--- config.mk ---
export PLATFORM = sky130hd
export DESIGN_NAME = sound_pwm_dac_flat
export DESIGN_NICKNAME = d
export VERILOG_FILES = /design/src/rtl/sound_pkg.sv /design/src/rtl/sound_pwm_dac_if.sv /design/src/rtl/pwm_core.sv /design/src/rtl/sound_pwm_dac.sv /design/src/flat_wrapper.sv
export SDC_FILE = /design/constraint.sdc
export NUM_CORES = 1
export LEC_CHECK = 0
export BUFFER_PORTS_ARGS = -buffer_cell sky130_fd_sc_hd__buf_2
export CAP_MARGIN = 20
export CORE_MARGIN = 4
export CORE_UTILIZATION = 57
export DETAILED_ROUTE_END_ITERATION = 6
export GPL_TIMING_DRIVEN = 0
export PLACE_DENSITY = 0.85
export SETUP_SLACK_MARGIN = 0.3
export SLEW_MARGIN = 30
export SYNTH_ARGS = -nofsm -noshare
export SYNTH_HDL_FRONTEND = slang
export SYNTH_SLANG_ARGS = --single-unit
--- constraint.sdc ---
create_clock -name clk -period 2 [get_ports clk]
set_input_delay 0 -clock clk [delete_from_list [all_inputs] [get_ports clk]]
set_output_delay 0 -clock clk [all_outputs]
set_load 0.02 [all_outputs]
--- src/rtl/sound_pkg.sv ---
// rtl/sound_pkg.sv - shared types, constants and volume scaling for the sound PWM DAC
// Contents: mute_state_t (mute FSM states), PWM_PERIOD, ATT_MAX, counter/attenuation widths,
//           scale_sample() volume + attenuation helper.
package sound_pkg;

    localparam int PWM_PERIOD = 256;
    localparam int CNT_W      = $clog2(PWM_PERIOD);
    localparam int ATT_MAX    = 8;
    localparam int ATT_W      = 4;

    localparam logic [ATT_W-1:0] ATT_FULL = ATT_W'(ATT_MAX);

    typedef enum logic [1:0] {
        ST_PLAY    = 2'd0,
        ST_RAMP_DN = 2'd1,
        ST_MUTED   = 2'd2,
        ST_RAMP_UP = 2'd3
    } mute_state_t;

    // Volume 3/2/1 divides by 1/2/4, volume 0 is silent; the mute attenuation
    // is a further right shift applied after the volume step.
    function automatic logic [7:0] scale_sample(input logic [7:0]       sample,
                                                input logic [1:0]       volume,
                                                input logic [ATT_W-1:0] att);
        logic [7:0] v;
        case (volume)
            2'd3:    v = sample;
            2'd2:    v = sample >> 1;
            2'd1:    v = sample >> 2;
            default: v = 8'd0;
        endcase
        return v >> att;
    endfunction

endpackage

--- src/rtl/sound_pwm_dac_if.sv ---
// rtl/sound_pwm_dac_if.sv - valid/ready sample stream into the sound PWM DAC
// Signals: sample_i[7:0] unsigned sample, sample_valid_i sample present,
//          sample_ready_o DAC can take a sample (transfer when both high at an edge).
// Modports: master (sample producer), slave (DAC).
interface sound_pwm_dac_if;

    logic [7:0] sample_i;
    logic       sample_valid_i;
    logic       sample_ready_o;

    modport master (
        output sample_i,
        output sample_valid_i,
        input  sample_ready_o
    );

    modport slave (
        input  sample_i,
        input  sample_valid_i,
        output sample_ready_o
    );

endinterface

--- src/rtl/pwm_core.sv ---
// rtl/pwm_core.sv - free-running period counter, duty register, comparator and period pulse
// Ports: clk, rst (sync active-high), i_duty[7:0] duty loaded on the wrap edge,
//        o_wrap high in the cycle cnt==255, o_pwm registered PWM output,
//        o_period_done one-cycle pulse in the cycle cnt==0.
module pwm_core
    import sound_pkg::*;
(
    input  logic       clk,
    input  logic       rst,
    input  logic [7:0] i_duty,
    output logic       o_wrap,
    output logic       o_pwm,
    output logic       o_period_done
);

    logic [CNT_W-1:0] r_cnt;
    logic [7:0]       r_duty;
    logic             r_pwm;
    logic             r_period_done;
    logic             w_wrap;

    assign w_wrap        = (r_cnt == CNT_W'(PWM_PERIOD - 1));
    assign o_wrap        = w_wrap;
    assign o_pwm         = r_pwm;
    assign o_period_done = r_period_done;

    always_ff @(posedge clk) begin
        if (rst) begin
            r_cnt         <= '0;
            r_duty        <= 8'd0;
            r_pwm         <= 1'b0;
            r_period_done <= 1'b0;
        end else begin
            r_cnt <= r_cnt + 1'b1;
            if (w_wrap) begin
                r_duty <= i_duty;
            end
            // Comparator uses the duty in force this cycle, so the new duty
            // reaches the pin starting with the cnt==0 comparison.
            r_pwm         <= (r_cnt < r_duty);
            // Registered from the wrap cycle so it lands exactly on cnt==0.
            r_period_done <= w_wrap;
        end
    end

endmodule

--- src/rtl/sound_pwm_dac.sv ---
// rtl/sound_pwm_dac.sv - 8-bit PWM audio DAC with one-entry sample buffer, volume and mute
// Ports: clk, rst (sync active-high), bus (sound_pwm_dac_if.slave sample stream),
//        volume_i[1:0] 3 full/2 half/1 quarter/0 silent, mute_i level mute request,
//        pwm_o registered PWM pin, period_done_o pulse at the start of each PWM period.
// Build option: SOUND_PWM_SOFTMUTE_EN selects the ramped (one octave per period) mute;
//               otherwise mute switches hard between PLAY and MUTED on the wrap edge.
module sound_pwm_dac
    import sound_pkg::*;
(
    input  logic                  clk,
    input  logic                  rst,
    sound_pwm_dac_if.slave        bus,
    input  logic [1:0]            volume_i,
    input  logic                  mute_i,
    output logic                  pwm_o,
    output logic                  period_done_o
);

    logic [7:0]       r_buf;
    logic             r_buf_full;
    logic [7:0]       r_last;
    mute_state_t      r_state;
    logic [ATT_W-1:0] r_att;

    mute_state_t      w_state_nxt;
    logic [ATT_W-1:0] w_att_nxt;
    logic             w_accept;
    logic             w_wrap;
    logic [7:0]       w_last_nxt;
    logic [7:0]       w_duty;

    assign bus.sample_ready_o = ~r_buf_full;
    assign w_accept           = bus.sample_valid_i & ~r_buf_full;

    // Accept and drain never coincide: accepting needs an empty buffer,
    // draining needs a full one.
    always_ff @(posedge clk) begin
        if (rst) begin
            r_buf      <= 8'd0;
            r_buf_full <= 1'b0;
            r_last     <= 8'd0;
        end else if (w_wrap && r_buf_full) begin
            r_last     <= r_buf;
            r_buf_full <= 1'b0;
        end else if (w_accept) begin
            r_buf      <= bus.sample_i;
            r_buf_full <= 1'b1;
        end
    end

    always_ff @(posedge clk) begin
        if (rst) begin
            r_state <= ST_PLAY;
            r_att   <= '0;
        end else if (w_wrap) begin
            r_state <= w_state_nxt;
            r_att   <= w_att_nxt;
        end
    end

    always_comb begin
        w_state_nxt = r_state;
        w_att_nxt   = r_att;
`ifdef SOUND_PWM_SOFTMUTE_EN
        case (r_state)
            ST_PLAY: begin
                if (mute_i) begin
                    w_state_nxt = ST_RAMP_DN;
                    w_att_nxt   = ATT_W'(1);
                end
            end
            ST_RAMP_DN: begin
                if (!mute_i) begin
                    w_state_nxt = ST_RAMP_UP;
                end else if (r_att >= ATT_FULL - 1'b1) begin
                    // Also catches a reversal entered at full attenuation.
                    w_state_nxt = ST_MUTED;
                    w_att_nxt   = ATT_FULL;
                end else begin
                    w_att_nxt = r_att + 1'b1;
                end
            end
            ST_MUTED: begin
                if (!mute_i) begin
                    w_state_nxt = ST_RAMP_UP;
                end
            end
            ST_RAMP_UP: begin
                if (mute_i) begin
                    w_state_nxt = ST_RAMP_DN;
                end else if (r_att <= ATT_W'(1)) begin
                    w_state_nxt = ST_PLAY;
                    w_att_nxt   = '0;
                end else begin
                    w_att_nxt = r_att - 1'b1;
                end
            end
            default: begin
                w_state_nxt = ST_PLAY;
                w_att_nxt   = '0;
            end
        endcase
`else
        if (mute_i) begin
            w_state_nxt = ST_MUTED;
            w_att_nxt   = ATT_FULL;
        end else begin
            w_state_nxt = ST_PLAY;
            w_att_nxt   = '0;
        end
`endif
    end

    // Duty for the next period is built from the post-wrap sample, state and
    // attenuation; pwm_core only captures it on the wrap edge.
    assign w_last_nxt = r_buf_full ? r_buf : r_last;
    assign w_duty     = (w_state_nxt == ST_MUTED) ? 8'd0
                                                  : scale_sample(w_last_nxt, volume_i, w_att_nxt);

    pwm_core u_pwm_core (
        .clk           (clk),
        .rst           (rst),
        .i_duty        (w_duty),
        .o_wrap        (w_wrap),
        .o_pwm         (pwm_o),
        .o_period_done (period_done_o)
    );

endmodule
--- src/flat_wrapper.sv ---
// flat-port wrapper written by rule: the top's interface ports become plain ports
module sound_pwm_dac_flat import sound_pkg::*;
  (clk, rst, volume_i, mute_i, pwm_o, period_done_o, bus_sample_i, bus_sample_valid_i, bus_sample_ready_o);
  sound_pwm_dac_if bus_i ();
  input  logic clk;
  input  logic rst;
  input  logic [1:0] volume_i;
  input  logic mute_i;
  output logic pwm_o;
  output logic period_done_o;
  input wire logic [$bits(bus_i.sample_i)-1:0] bus_sample_i;
  input wire logic [$bits(bus_i.sample_valid_i)-1:0] bus_sample_valid_i;
  output wire logic [$bits(bus_i.sample_ready_o)-1:0] bus_sample_ready_o;
  assign bus_i.sample_i = bus_sample_i;
  assign bus_i.sample_valid_i = bus_sample_valid_i;
  assign bus_sample_ready_o = bus_i.sample_ready_o;
  sound_pwm_dac u_core (.clk(clk), .rst(rst), .bus(bus_i), .volume_i(volume_i), .mute_i(mute_i), .pwm_o(pwm_o), .period_done_o(period_done_o));
endmodule
==> impl_metrics.prom <==
# TYPE chip_impl_metric gauge
chip_impl_metric{name="fin_ws",unit="ps"} 444
chip_impl_info{name="cts_tree",value="yes"} 1
chip_impl_metric{name="drive_gt1_frac",unit=""} 0.192
chip_impl_metric{name="setup-tns-final",unit="ps"} 0
chip_impl_metric{name="chip_height",unit="µm"} 62.4
chip_impl_metric{name="timing.critical_path.fanout_max",unit=""} 10
chip_impl_info{name="grt_setup_unrepaired",value="no"} 1
chip_impl_info{name="critical_path.startpoint_type",value="flop"} 1
chip_impl_metric{name="path_clk_slew",unit="ps"} 100
chip_impl_metric{name="seq_area",unit="µm²"} 703
chip_impl_metric{name="met3_usage",unit=""} 0.0486
chip_impl_metric{name="cts_post_setup_buffers_inserted",unit=""} 0
chip_impl_metric{name="grt.met2_usage",unit=""} 0.311
chip_impl_metric{name="first_iter_violations",unit=""} 56
chip_impl_metric{name="detailroute.via_count",unit=""} 1339
chip_impl_metric{name="core-area",unit="mm²"} 0.00278
chip_impl_metric{name="setup_viol",unit=""} 0
chip_impl_metric{name="post-route-min-period",unit="ps"} 1560
chip_impl_metric{name="routed_wl_per_cell",unit="µm"} 14.4
chip_impl_metric{name="totalWireLength",unit="mm"} 3.43
chip_impl_metric{name="synth_mux_area_frac",unit=""} 0.189
chip_impl_metric{name="average_via_count_per_standard_cell",unit=""} 5.60
chip_impl_metric{name="globalRouteOverflowTotal",unit=""} 0
chip_impl_metric{name="synth_nets",unit=""} 196
chip_impl_metric{name="p_leak",unit="nW"} 0.891
chip_impl_metric{name="start_util",unit=""} 0.605
chip_impl_metric{name="synth_simple_gate_area_frac",unit=""} 0.169
chip_impl_metric{name="buffers_on_ports",unit=""} 15
chip_impl_info{name="busiest_layer_in_global_routing",value="met2"} 1
chip_impl_metric{name="vias_in_the_first_global_route",unit=""} 1360
chip_impl_metric{name="worst_skew_pair.late_latency",unit="ps"} 330
chip_impl_metric{name="design_power_total",unit="mW"} 1.31
chip_impl_metric{name="synth_area_per_cell",unit="µm²"} 9.68
chip_impl_metric{name="critPathBufInv",unit=""} 1
chip_impl_metric{name="syn-cell-area",unit="mm²"} 0.00168
chip_impl_metric{name="gr-usage-met1",unit=""} 0.227
chip_impl_metric{name="drt.antenna.violating_nets",unit=""} 0
chip_impl_metric{name="pin_count",unit=""} 17
chip_impl_metric{name="worst_ir_drop_vdd",unit="V"} 0.000648
chip_impl_metric{name="adder_cell_share_of_the_synthesized_area",unit=""} 0.0594
chip_impl_metric{name="layout-area-overhead-vs-synth",unit="%"} 18.5
chip_impl_metric{name="die_w",unit="µm"} 62.4
chip_impl_metric{name="yosys.cell_types.count",unit=""} 33
chip_impl_metric{name="worstPathArrival",unit="ps"} 1790
chip_impl_metric{name="cts_sinks",unit=""} 35
chip_impl_metric{name="total_count_of_hold_check_failures_in_the_final_report",unit=""} 0
chip_impl_metric{name="ys_ff_latch",unit=""} 35
chip_impl_info{name="cts_root_buf",value="clkbuf_4"} 1
chip_impl_metric{name="rows",unit=""} 19
chip_impl_info{name="holdCritPathClass",value="in -> reg"} 1
chip_impl_metric{name="report.final.slew_viol_count",unit=""} 0
chip_impl_metric{name="max_stage_delay",unit="ps"} 390
chip_impl_info{name="largest_delay_contributor_family_on_the_critical_path",value="multiplexers"} 1
chip_impl_metric{name="clk_path_buf_depth",unit=""} 2
chip_impl_metric{name="final.period_utilization",unit=""} 0.778
chip_impl_metric{name="cap_violations",unit=""} 0
chip_impl_metric{name="max_freq",unit="MHz"} 643
chip_impl_metric{name="antenna_found_initial",unit=""} 0
chip_impl_info{name="worstSetupEndpointType",value="flop"} 1
chip_impl_metric{name="multi_input_area",unit="µm²"} 925
chip_impl_metric{name="worst-slew-pin-transition",unit="ps"} 582
chip_impl_metric{name="postSynthCellCount",unit=""} 174
chip_impl_metric{name="track_usage",unit=""} 0.190
chip_impl_info{name="chain_of_cells_forming_the_critical_path",value="buf_2, mux2_2, nand2_1, o211ai_1, a32o_1"} 1
chip_impl_metric{name="final_core_utilization",unit=""} 0.717
chip_impl_metric{name="setup_ws_pre_cts",unit="ps"} 345
chip_impl_metric{name="synthesis.yosys.warnings",unit=""} 0
chip_impl_metric{name="cts-buffers-inserted",unit=""} 5
chip_impl_metric{name="power_per_cell_area",unit="mW/mm²"} 655
chip_impl_metric{name="cts_htree_levels",unit=""} 2
chip_impl_metric{name="slew_headroom",unit=""} 0.612
chip_impl_metric{name="worstPathRequired",unit="ps"} 2230
chip_impl_metric{name="drc_violations_left",unit=""} 0
chip_impl_metric{name="insertedDiodeCount",unit=""} 0
chip_impl_info{name="critPathSlowestCell",value="mux2_2"} 1
chip_impl_metric{name="grt_pass1_wl",unit="mm"} 6.09
chip_impl_info{name="timing.setup.critical_path_class",value="reg -> reg"} 1
chip_impl_metric{name="drt_pre_antenna_iters",unit=""} 4
chip_impl_metric{name="final_net_count",unit=""} 229
chip_impl_metric{name="synth_xor_area_frac",unit=""} 0.0260
chip_impl_metric{name="place.gp.congestion",unit=""} 0.868
chip_impl_metric{name="maximum_number_of_pins_on_one_net_before_global_route_repair",unit=""} 11
chip_impl_metric{name="skew",unit="ps"} 6.33
chip_impl_metric{name="full_die_area",unit="mm²"} 0.00389
chip_impl_metric{name="num-fill-cells",unit=""} 214
chip_impl_info{name="main_combinational_cell_family_by_area_after_synthesis",value="multiplexers"} 1
chip_impl_info{name="outcome",value="complete, no violations"} 1
chip_impl_metric{name="yosysSeqAreaShare",unit=""} 0.416
chip_impl_metric{name="synth_compound_gate_area_share",unit=""} 0.0951
chip_impl_metric{name="place_hpwl",unit="mm"} 2.48
## timing repair
| item | 4_1_cts | 5_1_grt |
|---|---|---|
| endpoints found under the hold margin | 11 | 0 |
| setup endpoints to repair | 0 | 14 |
| hold buffers | 11 | 0 |
| resized for setup | 0 | 5 |
## layer usage
metal / part of all wire / up-vias / wire (µm)
met5: 0 / - / 0
met4: 0.019 / 0 / 66
met3: 0.041 / 9 / 141
met2: 0.50 / 31 / 1710
met1: 0.44 / 627 / 1510
li1: - / 672 / -
## per-stage QoR
step,area (µm²),std cells,hold WS [ps]
2_1_floorplan,1680,174,147
3_3_place_gp,1800,220,236
3_5_place_dp,1800,220,247
4_1_cts,1980,239,31.6
5_1_grt,2000,239,43.8
6_report,2000,239,48.6
## path summary, 6_finish.rpt
kind	startpoint	end	slack (ps)	cells past startpoint
worst min register to register	u_core.u_pwm_core.r_duty[6]$_SDFFE_PP0P_	u_core.u_pwm_core.r_duty[6]$_SDFFE_PP0P_	470	2
worst min-delay path	volume_i[1]	u_core.u_pwm_core.r_duty[6]$_SDFFE_PP0P_	50	3
worst max register to register	u_core.r_buf_full$_SDFFE_PP0P_	u_core.u_pwm_core.r_duty[3]$_SDFFE_PP0P_	440	5
worst max-delay path	u_core.r_buf_full$_SDFFE_PP0P_	u_core.u_pwm_core.r_duty[3]$_SDFFE_PP0P_	440	5
## tightest hold or removal path: cells and delay by family
kind	cells	cell delay (ps)
AOI/OAI and AO/OA	1	60
and+or+nand+nor	1	160
buffers and inverters	1	130
## report_power, final
part	leakage, nW	internal, mW	switching [mW]
combinational	0.568	0.0701	0.0697
clock	0.0386	0.207	0.229
sequential	0.285	0.716	0.0165
## sequential cells by signal, indices dropped and copies added, names as in the netlist
register	count
u_core.r_buf	8
u_core.r_last	8
u_core.u_pwm_core.r_cnt	8
u_core.u_pwm_core.r_duty	8
u_core.r_buf_full	1
u_core.u_pwm_core.o_period_done	1
u_core.u_pwm_core.o_pwm	1
## layout by cell type (no fill, tap or decap), types with 6 or more instances in the layout
master,n
nand2_1,6
dlygate4sd3_1,11
mux2i_1,24
buf_2,18
a21oi_1,8
mux2_2,7
dfxtp_1,33
ha_1,7
nor2_1,26
inv_1,9
nor2b_1,6
## cells by family after synthesis
group                      after synthesis
buffers and inverters                   17
muxes                                   31
and+or+nand+nor                         54
AOI/OAI and AO/OA                       24
DFF                                     35
xor gates and xnor gates                 5
adders and majority gates                8
## cell type report
type,count,area share
well taps,31,0.0194
plain buffers,8,0.0207
multi-input cells,122,0.463
clock buffers,8,0.0345
repair buffers,26,0.0928
inverters,9,0.0169
flip-flops and latches,35,0.352
## cell usage after synthesis, drive strengths merged
master | instances | area share
buf | 6 | 0.020
or4b | 1 | 0.0059
a22oi | 1 | 0.0045
o2bb2ai | 1 | 0.0052
nor2 | 26 | 0.058
nand3 | 5 | 0.015
or3 | 1 | 0.0037
a2111o | 1 | 0.0067
and4b | 1 | 0.0059
a22o | 5 | 0.026
a31oi | 1 | 0.0037
a32o | 1 | 0.0059
and3 | 3 | 0.012
o211ai | 1 | 0.0045
o21ai | 5 | 0.015
nor4 | 1 | 0.013
inv | 9 | 0.020
mux2 | 7 | 0.047
nand2 | 7 | 0.020
and4 | 1 | 0.0067
ha | 8 | 0.059
xnor2 | 2 | 0.010
a21oi | 8 | 0.024
mux2i | 24 | 0.14
dfxtp | 35 | 0.42
nand2b | 2 | 0.0074
clkbuf | 2 | 0.0045
xor2 | 3 | 0.016
nor2b | 6 | 0.022
No activity file was read; power rests on OpenSTA's default activity.
